--- src/rtl/osc_sweep_calibrator_if.sv ---
// rtl/osc_sweep_calibrator_if.sv - control/status bundle between register block and sweep calibrator (SWEEP_ABORT_EN adds ABORT)
interface osc_sweep_calibrator_if #(
    parameter int PERIOD_INT_PART  = 10,
    parameter int PERIOD_FRAC_PART = 20,
    parameter int STEP_COUNT_BITS  = 12,
    parameter int DWELL_BITS       = 16,
    parameter int MEAS_WIDTH       = 16
);
    localparam int PW = PERIOD_INT_PART + PERIOD_FRAC_PART;

    logic                       CE;
    logic                       START;
    logic [PW-1:0]              START_PERIOD;
    logic [PW-1:0]              STEP;
    logic [STEP_COUNT_BITS-1:0] STEP_COUNT;
    logic [DWELL_BITS-1:0]      DWELL;
    logic [MEAS_WIDTH-1:0]      MEAS_IN;
    logic                       MEAS_VALID;
`ifdef SWEEP_ABORT_EN
    logic                       ABORT;
`endif
    logic                       OVERRIDE_EN;
    logic [PW-1:0]              OVERRIDE_PERIOD;
    logic                       BUSY;
    logic                       DONE;
    logic [PW-1:0]              BEST_PERIOD;
    logic [MEAS_WIDTH-1:0]      BEST_MEAS;

    modport master (
`ifdef SWEEP_ABORT_EN
        output ABORT,
`endif
        output CE, START, START_PERIOD, STEP, STEP_COUNT, DWELL, MEAS_IN, MEAS_VALID,
        input  OVERRIDE_EN, OVERRIDE_PERIOD, BUSY, DONE, BEST_PERIOD, BEST_MEAS
    );

    modport slave (
`ifdef SWEEP_ABORT_EN
        input  ABORT,
`endif
        input  CE, START, START_PERIOD, STEP, STEP_COUNT, DWELL, MEAS_IN, MEAS_VALID,
        output OVERRIDE_EN, OVERRIDE_PERIOD, BUSY, DONE, BEST_PERIOD, BEST_MEAS
    );
endinterface

--- src/rtl/osc_sweep_calibrator.sv ---
// rtl/osc_sweep_calibrator.sv - NCO period sweep sequencer with peak measurement capture (optional SWEEP_ABORT_EN)
module osc_sweep_calibrator #(
    parameter int PERIOD_INT_PART  = 10,
    parameter int PERIOD_FRAC_PART = 20,
    parameter int STEP_COUNT_BITS  = 12,
    parameter int DWELL_BITS       = 16,
    parameter int MEAS_WIDTH       = 16
) (
    input  logic                 CLK,
    input  logic                 RESET_N,
    osc_sweep_calibrator_if.slave bus
);
    localparam int PW = PERIOD_INT_PART + PERIOD_FRAC_PART;

    typedef enum logic [1:0] {
        S_IDLE    = 2'd0,
        S_SETTLE  = 2'd1,
        S_MEASURE = 2'd2,
        S_FINISH  = 2'd3
    } state_t;

    state_t                     r_state;
    logic [PW-1:0]              r_step;
    logic [STEP_COUNT_BITS-1:0] r_step_count;
    logic [STEP_COUNT_BITS-1:0] r_index;
    logic [DWELL_BITS-1:0]      r_dwell;
    logic [DWELL_BITS-1:0]      r_dwell_cnt;
    logic [PW-1:0]              r_override_period;
    logic [PW-1:0]              r_best_period;
    logic [MEAS_WIDTH-1:0]      r_best_meas;
    logic                       r_override_en;
    logic                       r_busy;
    logic                       r_done;

    logic [PW:0]                w_sum;
    logic [PW-1:0]              w_next_period;
    logic                       w_abort;

    // Next sweep point; a carry out pins the period at all-ones so it never wraps
    assign w_sum         = {1'b0, r_override_period} + {1'b0, r_step};
    assign w_next_period = w_sum[PW] ? {PW{1'b1}} : w_sum[PW-1:0];

`ifdef SWEEP_ABORT_EN
    assign w_abort = bus.ABORT;
`else
    assign w_abort = 1'b0;
`endif

    // Sweep sequencer: all outputs are registers updated on CE cycles only
    always_ff @(posedge CLK or negedge RESET_N) begin
        if (!RESET_N) begin
            r_state           <= S_IDLE;
            r_step            <= '0;
            r_step_count      <= '0;
            r_index           <= '0;
            r_dwell           <= '0;
            r_dwell_cnt       <= '0;
            r_override_period <= '0;
            r_best_period     <= '0;
            r_best_meas       <= '0;
            r_override_en     <= 1'b0;
            r_busy            <= 1'b0;
            r_done            <= 1'b0;
        end else if (bus.CE) begin
            case (r_state)
                S_IDLE: begin
                    if (bus.START) begin
                        r_step            <= bus.STEP;
                        r_step_count      <= bus.STEP_COUNT;
                        r_dwell           <= bus.DWELL;
                        r_dwell_cnt       <= bus.DWELL;
                        r_override_period <= bus.START_PERIOD;
                        r_best_period     <= bus.START_PERIOD;
                        r_best_meas       <= '0;
                        r_index           <= '0;
                        r_override_en     <= 1'b1;
                        r_busy            <= 1'b1;
                        r_state           <= S_SETTLE;
                    end
                end
                S_SETTLE: begin
                    if (w_abort) begin
                        r_done  <= 1'b1;
                        r_state <= S_FINISH;
                    end else if (r_dwell_cnt == '0) begin
                        r_state <= S_MEASURE;
                    end else begin
                        r_dwell_cnt <= r_dwell_cnt - 1'b1;
                    end
                end
                S_MEASURE: begin
                    if (w_abort) begin
                        r_done  <= 1'b1;
                        r_state <= S_FINISH;
                    end else if (bus.MEAS_VALID) begin
                        // Strict compare keeps the earliest period on ties
                        if (bus.MEAS_IN > r_best_meas) begin
                            r_best_meas   <= bus.MEAS_IN;
                            r_best_period <= r_override_period;
                        end
                        if (r_index == r_step_count) begin
                            r_done  <= 1'b1;
                            r_state <= S_FINISH;
                        end else begin
                            r_override_period <= w_next_period;
                            r_index           <= r_index + 1'b1;
                            r_dwell_cnt       <= r_dwell;
                            r_state           <= S_SETTLE;
                        end
                    end
                end
                S_FINISH: begin
                    r_done        <= 1'b0;
                    r_override_en <= 1'b0;
                    r_busy        <= 1'b0;
                    r_state       <= S_IDLE;
                end
                default: r_state <= S_IDLE;
            endcase
        end
    end

    assign bus.OVERRIDE_EN     = r_override_en;
    assign bus.OVERRIDE_PERIOD = r_override_period;
    assign bus.BUSY            = r_busy;
    assign bus.DONE            = r_done;
    assign bus.BEST_PERIOD     = r_best_period;
    assign bus.BEST_MEAS       = r_best_meas;
endmodule

--- src/flat_wrapper.sv ---
// flat-port wrapper written by rule: the top's interface ports become plain ports
module osc_sweep_calibrator_flat 
#(
    parameter int PERIOD_INT_PART  = 10,
    parameter int PERIOD_FRAC_PART = 20,
    parameter int STEP_COUNT_BITS  = 12,
    parameter int DWELL_BITS       = 16,
    parameter int MEAS_WIDTH       = 16
)
  (CLK, RESET_N, bus_CE, bus_START, bus_START_PERIOD, bus_STEP, bus_STEP_COUNT, bus_DWELL, bus_MEAS_IN, bus_MEAS_VALID, bus_OVERRIDE_EN, bus_OVERRIDE_PERIOD, bus_BUSY, bus_DONE, bus_BEST_PERIOD, bus_BEST_MEAS);
  osc_sweep_calibrator_if #(.PERIOD_INT_PART(PERIOD_INT_PART), .PERIOD_FRAC_PART(PERIOD_FRAC_PART), .STEP_COUNT_BITS(STEP_COUNT_BITS), .DWELL_BITS(DWELL_BITS), .MEAS_WIDTH(MEAS_WIDTH)) bus_i ();
  input  logic CLK;
  input  logic RESET_N;
  input wire logic [$bits(bus_i.CE)-1:0] bus_CE;
  input wire logic [$bits(bus_i.START)-1:0] bus_START;
  input wire logic [$bits(bus_i.START_PERIOD)-1:0] bus_START_PERIOD;
  input wire logic [$bits(bus_i.STEP)-1:0] bus_STEP;
  input wire logic [$bits(bus_i.STEP_COUNT)-1:0] bus_STEP_COUNT;
  input wire logic [$bits(bus_i.DWELL)-1:0] bus_DWELL;
  input wire logic [$bits(bus_i.MEAS_IN)-1:0] bus_MEAS_IN;
  input wire logic [$bits(bus_i.MEAS_VALID)-1:0] bus_MEAS_VALID;
  output wire logic [$bits(bus_i.OVERRIDE_EN)-1:0] bus_OVERRIDE_EN;
  output wire logic [$bits(bus_i.OVERRIDE_PERIOD)-1:0] bus_OVERRIDE_PERIOD;
  output wire logic [$bits(bus_i.BUSY)-1:0] bus_BUSY;
  output wire logic [$bits(bus_i.DONE)-1:0] bus_DONE;
  output wire logic [$bits(bus_i.BEST_PERIOD)-1:0] bus_BEST_PERIOD;
  output wire logic [$bits(bus_i.BEST_MEAS)-1:0] bus_BEST_MEAS;
  assign bus_i.CE = bus_CE;
  assign bus_i.START = bus_START;
  assign bus_i.START_PERIOD = bus_START_PERIOD;
  assign bus_i.STEP = bus_STEP;
  assign bus_i.STEP_COUNT = bus_STEP_COUNT;
  assign bus_i.DWELL = bus_DWELL;
  assign bus_i.MEAS_IN = bus_MEAS_IN;
  assign bus_i.MEAS_VALID = bus_MEAS_VALID;
  assign bus_OVERRIDE_EN = bus_i.OVERRIDE_EN;
  assign bus_OVERRIDE_PERIOD = bus_i.OVERRIDE_PERIOD;
  assign bus_BUSY = bus_i.BUSY;
  assign bus_DONE = bus_i.DONE;
  assign bus_BEST_PERIOD = bus_i.BEST_PERIOD;
  assign bus_BEST_MEAS = bus_i.BEST_MEAS;
  osc_sweep_calibrator #(.PERIOD_INT_PART(PERIOD_INT_PART), .PERIOD_FRAC_PART(PERIOD_FRAC_PART), .STEP_COUNT_BITS(STEP_COUNT_BITS), .DWELL_BITS(DWELL_BITS), .MEAS_WIDTH(MEAS_WIDTH)) u_core (.CLK(CLK), .RESET_N(RESET_N), .bus(bus_i));
endmodule
--- config.mk ---
export PLATFORM = sky130hd
export DESIGN_NAME = osc_sweep_calibrator_flat
export DESIGN_NICKNAME = d
export VERILOG_FILES = /design/src/rtl/osc_sweep_calibrator_if.sv /design/src/rtl/osc_sweep_calibrator.sv /design/src/flat_wrapper.sv
export SDC_FILE = /design/constraint.sdc
export NUM_CORES = 1
export LEC_CHECK = 0
export ABC_AREA = 1
export CAP_MARGIN = 20
export CORE_ASPECT_RATIO = 0.75
export CORE_MARGIN = 2
export CORE_UTILIZATION = 49
export DETAILED_ROUTE_END_ITERATION = 10
export PLACE_DENSITY = 0.78
export SYNTH_ARGS = -nofsm -noshare
export SYNTH_HDL_FRONTEND = slang
export SYNTH_SLANG_ARGS = --single-unit
export TNS_END_PERCENT = 50
--- constraint.sdc ---
create_clock -name CLK -period 2.3 [get_ports CLK]
set_input_delay 0.69 -clock CLK [delete_from_list [all_inputs] [get_ports CLK]]
set_output_delay 0.69 -clock CLK [all_outputs]
set_load 0.005 [all_outputs]
Yosys cells after proc, flatten, opt, wreduce, memory -nomap -nowiden
Index checks and enable logic that the tools add are counted.
{"block": "word_totals", "register_bits": 166, "input_bits": 109, "output_inout_bits": 79, "elab_cells": 70}
{"block": "op_classes", "add_sub_neg": 3, "order_cmp": 1, "eq_ne": 11, "n_mux": 31, "reduce_logical": 13}
{"operator": "$mux 30", "n": 6}
{"operator": "$pmux 30 s2", "n": 2}
{"operator": "$mux 16", "n": 7}
{"operator": "$pmux 16 s3", "n": 1}
{"operator": "$mux 12", "n": 3}
{"operator": "$pmux 16 s2", "n": 1}
{"operator": "$add 30x30->31", "n": 1}
{"operator": "$pmux 12 s2", "n": 1}
{"operator": "$gt 16x16->1", "n": 1}
{"operator": "$logic_not 16->1", "n": 1}
{"operator": "$sub 16x1->16 const B", "n": 1}
{"operator": "$add 12x1->12 const B", "n": 1}
{"operator": "$eq 12x12->1", "n": 1}
{"operator": "$reduce_and 5->1", "n": 2}
{"operator": "$mux 2", "n": 4}
{"operator": "$ne 2x2->1 const B", "n": 4}
{"operator": "$pmux 2 s4", "n": 1}
{"operator": "$reduce_and 4->1", "n": 2}
{"operator": "$ne 2x1->1 const B", "n": 3}
{"operator": "$reduce_and 3->1", "n": 2}
{"operator": "$reduce_and 6->1", "n": 1}
{"operator": "$reduce_bool 2->1", "n": 3}
{"operator": "$eq 2x2->1 const B", "n": 2}
{"operator": "$pmux 1 s2", "n": 2}
{"operator": "other kinds (4)", "n": 6}

Depth between registers and ports, before layout
{"block": "depth", "depth_word": 5, "mapped_depth": 15}

Least setup slack after synthesis
OpenSTA, ideal clock, no wires.
{"block": "synth_path", "path_type": "register to register", "startpoint": "register u_core.r_override_period[0], in the netlist u_core.bus.OVERRIDE_PERIOD[0]", "endpoint": "register u_core.r_override_period[29], in the netlist u_core.bus.OVERRIDE_PERIOD[29]", "arrival_ps": 2103, "setup_slack_ps": 76, "path_stages_with_launch": 14, "n_path_buf": 1, "path_cell_list": "dfrtp_1 -> ha_1 -> fa_1 -> nand3_1 -> nand3_1 -> nand2_1 -> nand2_1 -> nand2_1 -> nand2_1 -> a21oi_1 -> buf_2 -> nand3_1 -> nand2_1 -> a21oi_1"}
{"block": "synth_via", "elab_chain_len": 5}
{"item": "from (decl)", "line_no": "osc_sweep_calibrator.sv:28", "text": "logic [PW-1:0] r_override_period;"}
{"item": "from (signal assigned)", "line_no": "osc_sweep_calibrator.sv:72", "text": "r_override_period <= bus.START_PERIOD;"}
{"item": "from (signal assigned)", "line_no": "osc_sweep_calibrator.sv:105", "text": "r_override_period <= w_next_period;"}
{"item": "$add 30x30->31", "line_no": "osc_sweep_calibrator.sv:40", "text": "assign w_sum = {1'b0, r_override_period} + {1'b0, r_step};"}
{"item": "$mux 30", "line_no": "osc_sweep_calibrator.sv:41", "text": "assign w_next_period = w_sum[PW] ? {PW{1'b1}} : w_sum[PW-1:0];"}
{"item": "$mux 30", "line_no": "osc_sweep_calibrator.sv:101", "text": "if (r_index == r_step_count) begin"}
{"item": "$mux 30", "line_no": "osc_sweep_calibrator.sv:95", "text": "end else if (bus.MEAS_VALID) begin"}
{"item": "$pmux 30 s2", "line_no": "osc_sweep_calibrator.sv:65", "text": "case (r_state)"}
Every way passes these cells. The select of a mux whose other input is x is not followed.
A chain may end at the register's enable or synchronous reset.

Worst setup path in the final report
{"block": "layout_path", "startpoint": "register u_core.r_step[0]", "endpoint": "register u_core.r_override_period[9], in the netlist u_core.bus.OVERRIDE_PERIOD[9]"}
{"block": "layout_via", "elab_chain_len": 5}
{"item": "from (decl)", "line_no": "osc_sweep_calibrator.sv:23", "text": "logic [PW-1:0] r_step;"}
{"item": "from (signal assigned)", "line_no": "osc_sweep_calibrator.sv:68", "text": "r_step <= bus.STEP;"}
{"item": "$add 30x30->31", "line_no": "osc_sweep_calibrator.sv:40"}
{"item": "$mux 30", "line_no": "osc_sweep_calibrator.sv:41"}
{"item": "$mux 30", "line_no": "osc_sweep_calibrator.sv:101"}
{"item": "$mux 30", "line_no": "osc_sweep_calibrator.sv:95"}
{"item": "$pmux 30 s2", "line_no": "osc_sweep_calibrator.sv:65"}
Every way passes these cells. The select of a mux whose other input is x is not followed.

==> summary.txt <==
STA
  – Worst clock skew: 0.0147 ns
  – Post-layout minimum cycle time: 2.29 ns
  – Fmax: 0.436 GHz
  – Final number of setup-violating endpoints: 0
  – Max-slew violation count: 0
  – Unrepaired setup endpoints after global routing: yes
  – Slew headroom: 66.6%
  – Final Hold Fails: 0
  – Setup ws final: 0.00575 ns
  – Slew @ Worst Pin: 0.497 ns
  – Crit share post-route: 99.8%

Logic synthesis
  – Post-synthesis average cell area: 7.03 um^2
  – #FFs+latches synth: 166
  – Synth Flop Type: dfrtp_1
  – Main area contributors after synthesis: dfrtp_1 37%, nand2_1 18%, inv_1 7.6%
  – Mapped Area: 11100 um^2
  – Yosys top cell by area: dfrtp_1
  – Synth top area share: 37.3%
  – Top cells by count, synth: 547 x nand2_1, 224 x inv_1, 166 x dfrtp_1
  – Post-Synthesis Cells: 1583
  – Sequential cell area fraction in the yosys report: 37.3%
  – Synth cell types: 43
  – EDFF count, synth: 0
  – Async SR Flop Fraction: 100%
  – Yosys warns: 0
  – Post-Syn Nets: 1747
  – Most common cell in the synthesized netlist: nand2_1

GRT
  – Global Route Usage Sum: 29.9%
  – First-pass GRT wire length: 55.7 mm
  – Total grt overflow: 0
  – Vias in the first global route: 10600
  – Antenna violations before repair: 0
  – Largest net degree at the start of global routing: 92

Placement
  – Pre-CTS setup slack: -0.443 ns
  – Detailed Place HPWL: 26.9 mm
  – Port Buf Inserts: 187
  – Placed Instances: 2096
  – Final Wtd Congestion: 0.970
  – Dpl cell area: 13900 um^2

Setup path
  – Crit-path slowest cell: dfrtp_1
  – Crit. End Element: flop
  – Reg2reg start: u_core.r_step[0]$_DFFE_PN0P_
  – Worst setup path start: u_core.r_step[0]$_DFFE_PN0P_
  – Critical path class: flop to flop
  – Crit path DAT: 2.61 ns
  – Critical Path Source Type: flop
  – Critical Path, Cell by Cell: ha_4 -> fa_2 -> nand3_2 -> nand3_4 -> nand2_2 -> nand2_2 -> nand2_2 -> nand2_2 -> a21oi_4 -> buf_12 -> buf_8 -> nand2_1 -> nand2_1 -> a21oi_2
  – Worst path required time: 2.62 ns
  – CP dominant cell by count: nand2_2
  – Crit-path max cell delay: 0.43 ns
  – CP Max Fanout: 10

Finish
  – Area growth syn-to-layout: 34.8%
  – Design area: 15000 um^2
  – Antenna Cells: 0
  – Share of cells above drive strength 1: 14.5%
  – Post-Layout Cell Count: 2136
  – Nets@finish: 1993

Clocking
  – Total CTS buffers: 17
  – CTS Buffer Depth: 2
  – CTS sink count: 166
  – Clock Pin Slew Worst Setup and Hold Paths: 0.07 ns
  – TritonCTS clock tree: yes
  – H-tree levels: 4
  – Clock Root Buffer: clkbuf_16
  – Clk_lat worst skew: 0.45 ns

Floorplanning
  – Initial Util: 50.2%
  – Row Count: 47
  – Die W: 178 um
  – I/O pin total: 188
  – Chip Height: 135 um
  – Core footprint: 22200 um^2
  – DIE AREA: 24000 um^2

Routing
  – WL final: 35.9 mm
  – First-pass detailed-route iteration total: 6
  – Via density: 5.28
  – Drt drc: 0
  – Initial DRC Count: 1149
  – Via count: 11300
  – WL per Instance: 16.8 um
  – ANT nets after route: 0

Run status
  – Status: completed

Job
  – Max Cap Viol: 0

Power
  – Max VDD drop: 1.50 mV
  – PwrDens: 1680 nW/um^2
  – LEAKAGE: 7.69 nW

Worst hold path
  – Hold Path Class: primary input to asynchronous set/reset pin
==> sequential cells by signal (all words and copies together) (netlist names) <==
name	cells
u_core.bus.BEST_MEAS	16
u_core.bus.BEST_PERIOD	30
u_core.bus.DONE	1
u_core.bus.OVERRIDE_EN	1
u_core.bus.OVERRIDE_PERIOD	30
u_core.r_dwell	16
u_core.r_dwell_cnt	16
u_core.r_index	12
u_core.r_state	2
u_core.r_step	30
u_core.r_step_count	12
==> metrics by stage <==
stage,TNS (ns),total power [mW],utilization (%),hold slack (ns)
final,0,25.2,67.7,0.130
after global routing,-1.79,27.3,67.7,0.142
after CTS,0,23.9,66.0,0.133
after detailed placement,-27.98,20.3,62.8,0.477
after global placement,-24.01,19.9,62.8,0.469
after floorplan,0,14.3,-,0.394
==> kinds of logic (layout without fill, tap and decap cells) <==
logic type / count (synthesis) / after routing / synth area share, %
compound gates: 191 / 191 / 9.07
xor+xnor: 30 / 30 / 2.36
fa+ha+maj: 55 / 55 / 6.25
buf+inv: 287 / 546 / 10.5
flops: 166 / 166 / 37.3
mux: 43 / 43 / 4.35
simple gates: 811 / 811 / 30.1
==> final cells by class <==
cell class	count	area, um^2
fillers	1883	7170
multi-input cells	1130	6210
flip-flops and latches	166	4160
repair buffers	287	2860
inverters	227	853
clock buffers	18	439
well taps	294	368
clock inverters	14	114
==> routing by layer <==
| layer | vias up | track usage, % | part of all wire [%] |
|---|---|---|---|
| met2 | 453 | 44.9 | 44 |
| met5 | - | 0 | 0 |
| met4 | 0 | 6.92 | 1.5 |
| met1 | 5292 | 44.2 | 46 |
| li1 | 5492 | - | - |
| met3 | 51 | 6.36 | 9.2 |
==> final timing paths <==
check / to / slack (ns) / cells past startpoint
worst max-delay path: u_core.bus.OVERRIDE_PERIOD[9]$_DFFE_PN0P_ / 0.006 / 14
worst min-delay path: u_core.r_step_count[6]$_DFFE_PN0P_ / 0.13 / 1
worst max register to register: u_core.bus.OVERRIDE_PERIOD[9]$_DFFE_PN0P_ / 0.006 / 14
worst min register to register: u_core.r_dwell[12]$_DFFE_PN0P_ / 0.49 / 2
max in group asynchronous: u_core.bus.BEST_MEAS[10]$_DFFE_PN0P_ / 1.46 / 2
min in group CLK: u_core.r_dwell[12]$_DFFE_PN0P_ / 0.49 / 2
==> repair_timing <==
action | 4_1_cts | 5_1_grt
buffers inserted | 2 | 4
endpoints found under the hold margin | 0 | 0
endpoints found under the setup margin | 28 | 94
cloned | 2 | 1
pin swaps | 1 | 22
gates resized for setup | 15 | 84
hold buffers | 0 | 0
==> power breakdown <==
part	switching (mW)	total (mW)	internal, mW
Combinational	9.69	17.1	7.41
Sequential	1.14	5.38	4.24
Clock	1.32	2.75	1.44
Total	12.1	25.2	13.1
==> critical path: cells and delay by family, from the launching register on <==
family | cells | cell delay, ns
adders and majority gates | 2 | 0.60
and+or+nand+nor | 8 | 0.60
DFF | 1 | 0.43
buffers and inverters | 2 | 0.28
AOI/OAI and AO/OA | 2 | 0.26
==> cells in the final DEF, fill, tap and decap left out, drive strengths merged <==
cell type and n:
buf 100, a21o 3, nor2 103, nand4 14, mux2 43, a31oi 1
o21a 1, fa 1, clkinv 7, nand3 119, clkbuf 19, o21ai 60
ha 54, nor3b 1, nand2 549, nor4 3, xnor2 17, xor2 13
o31ai 10, nand3b 4, a21oi 110, dfrtp 166, and2 4, dlymetal6s2s 2
inv 232, o211a 1, clkinvlp 2, or2 5, and3 1, clkdlybuf4s50 184
a22oi 5, nor3 8
Power figures use the tool's default switching activity.
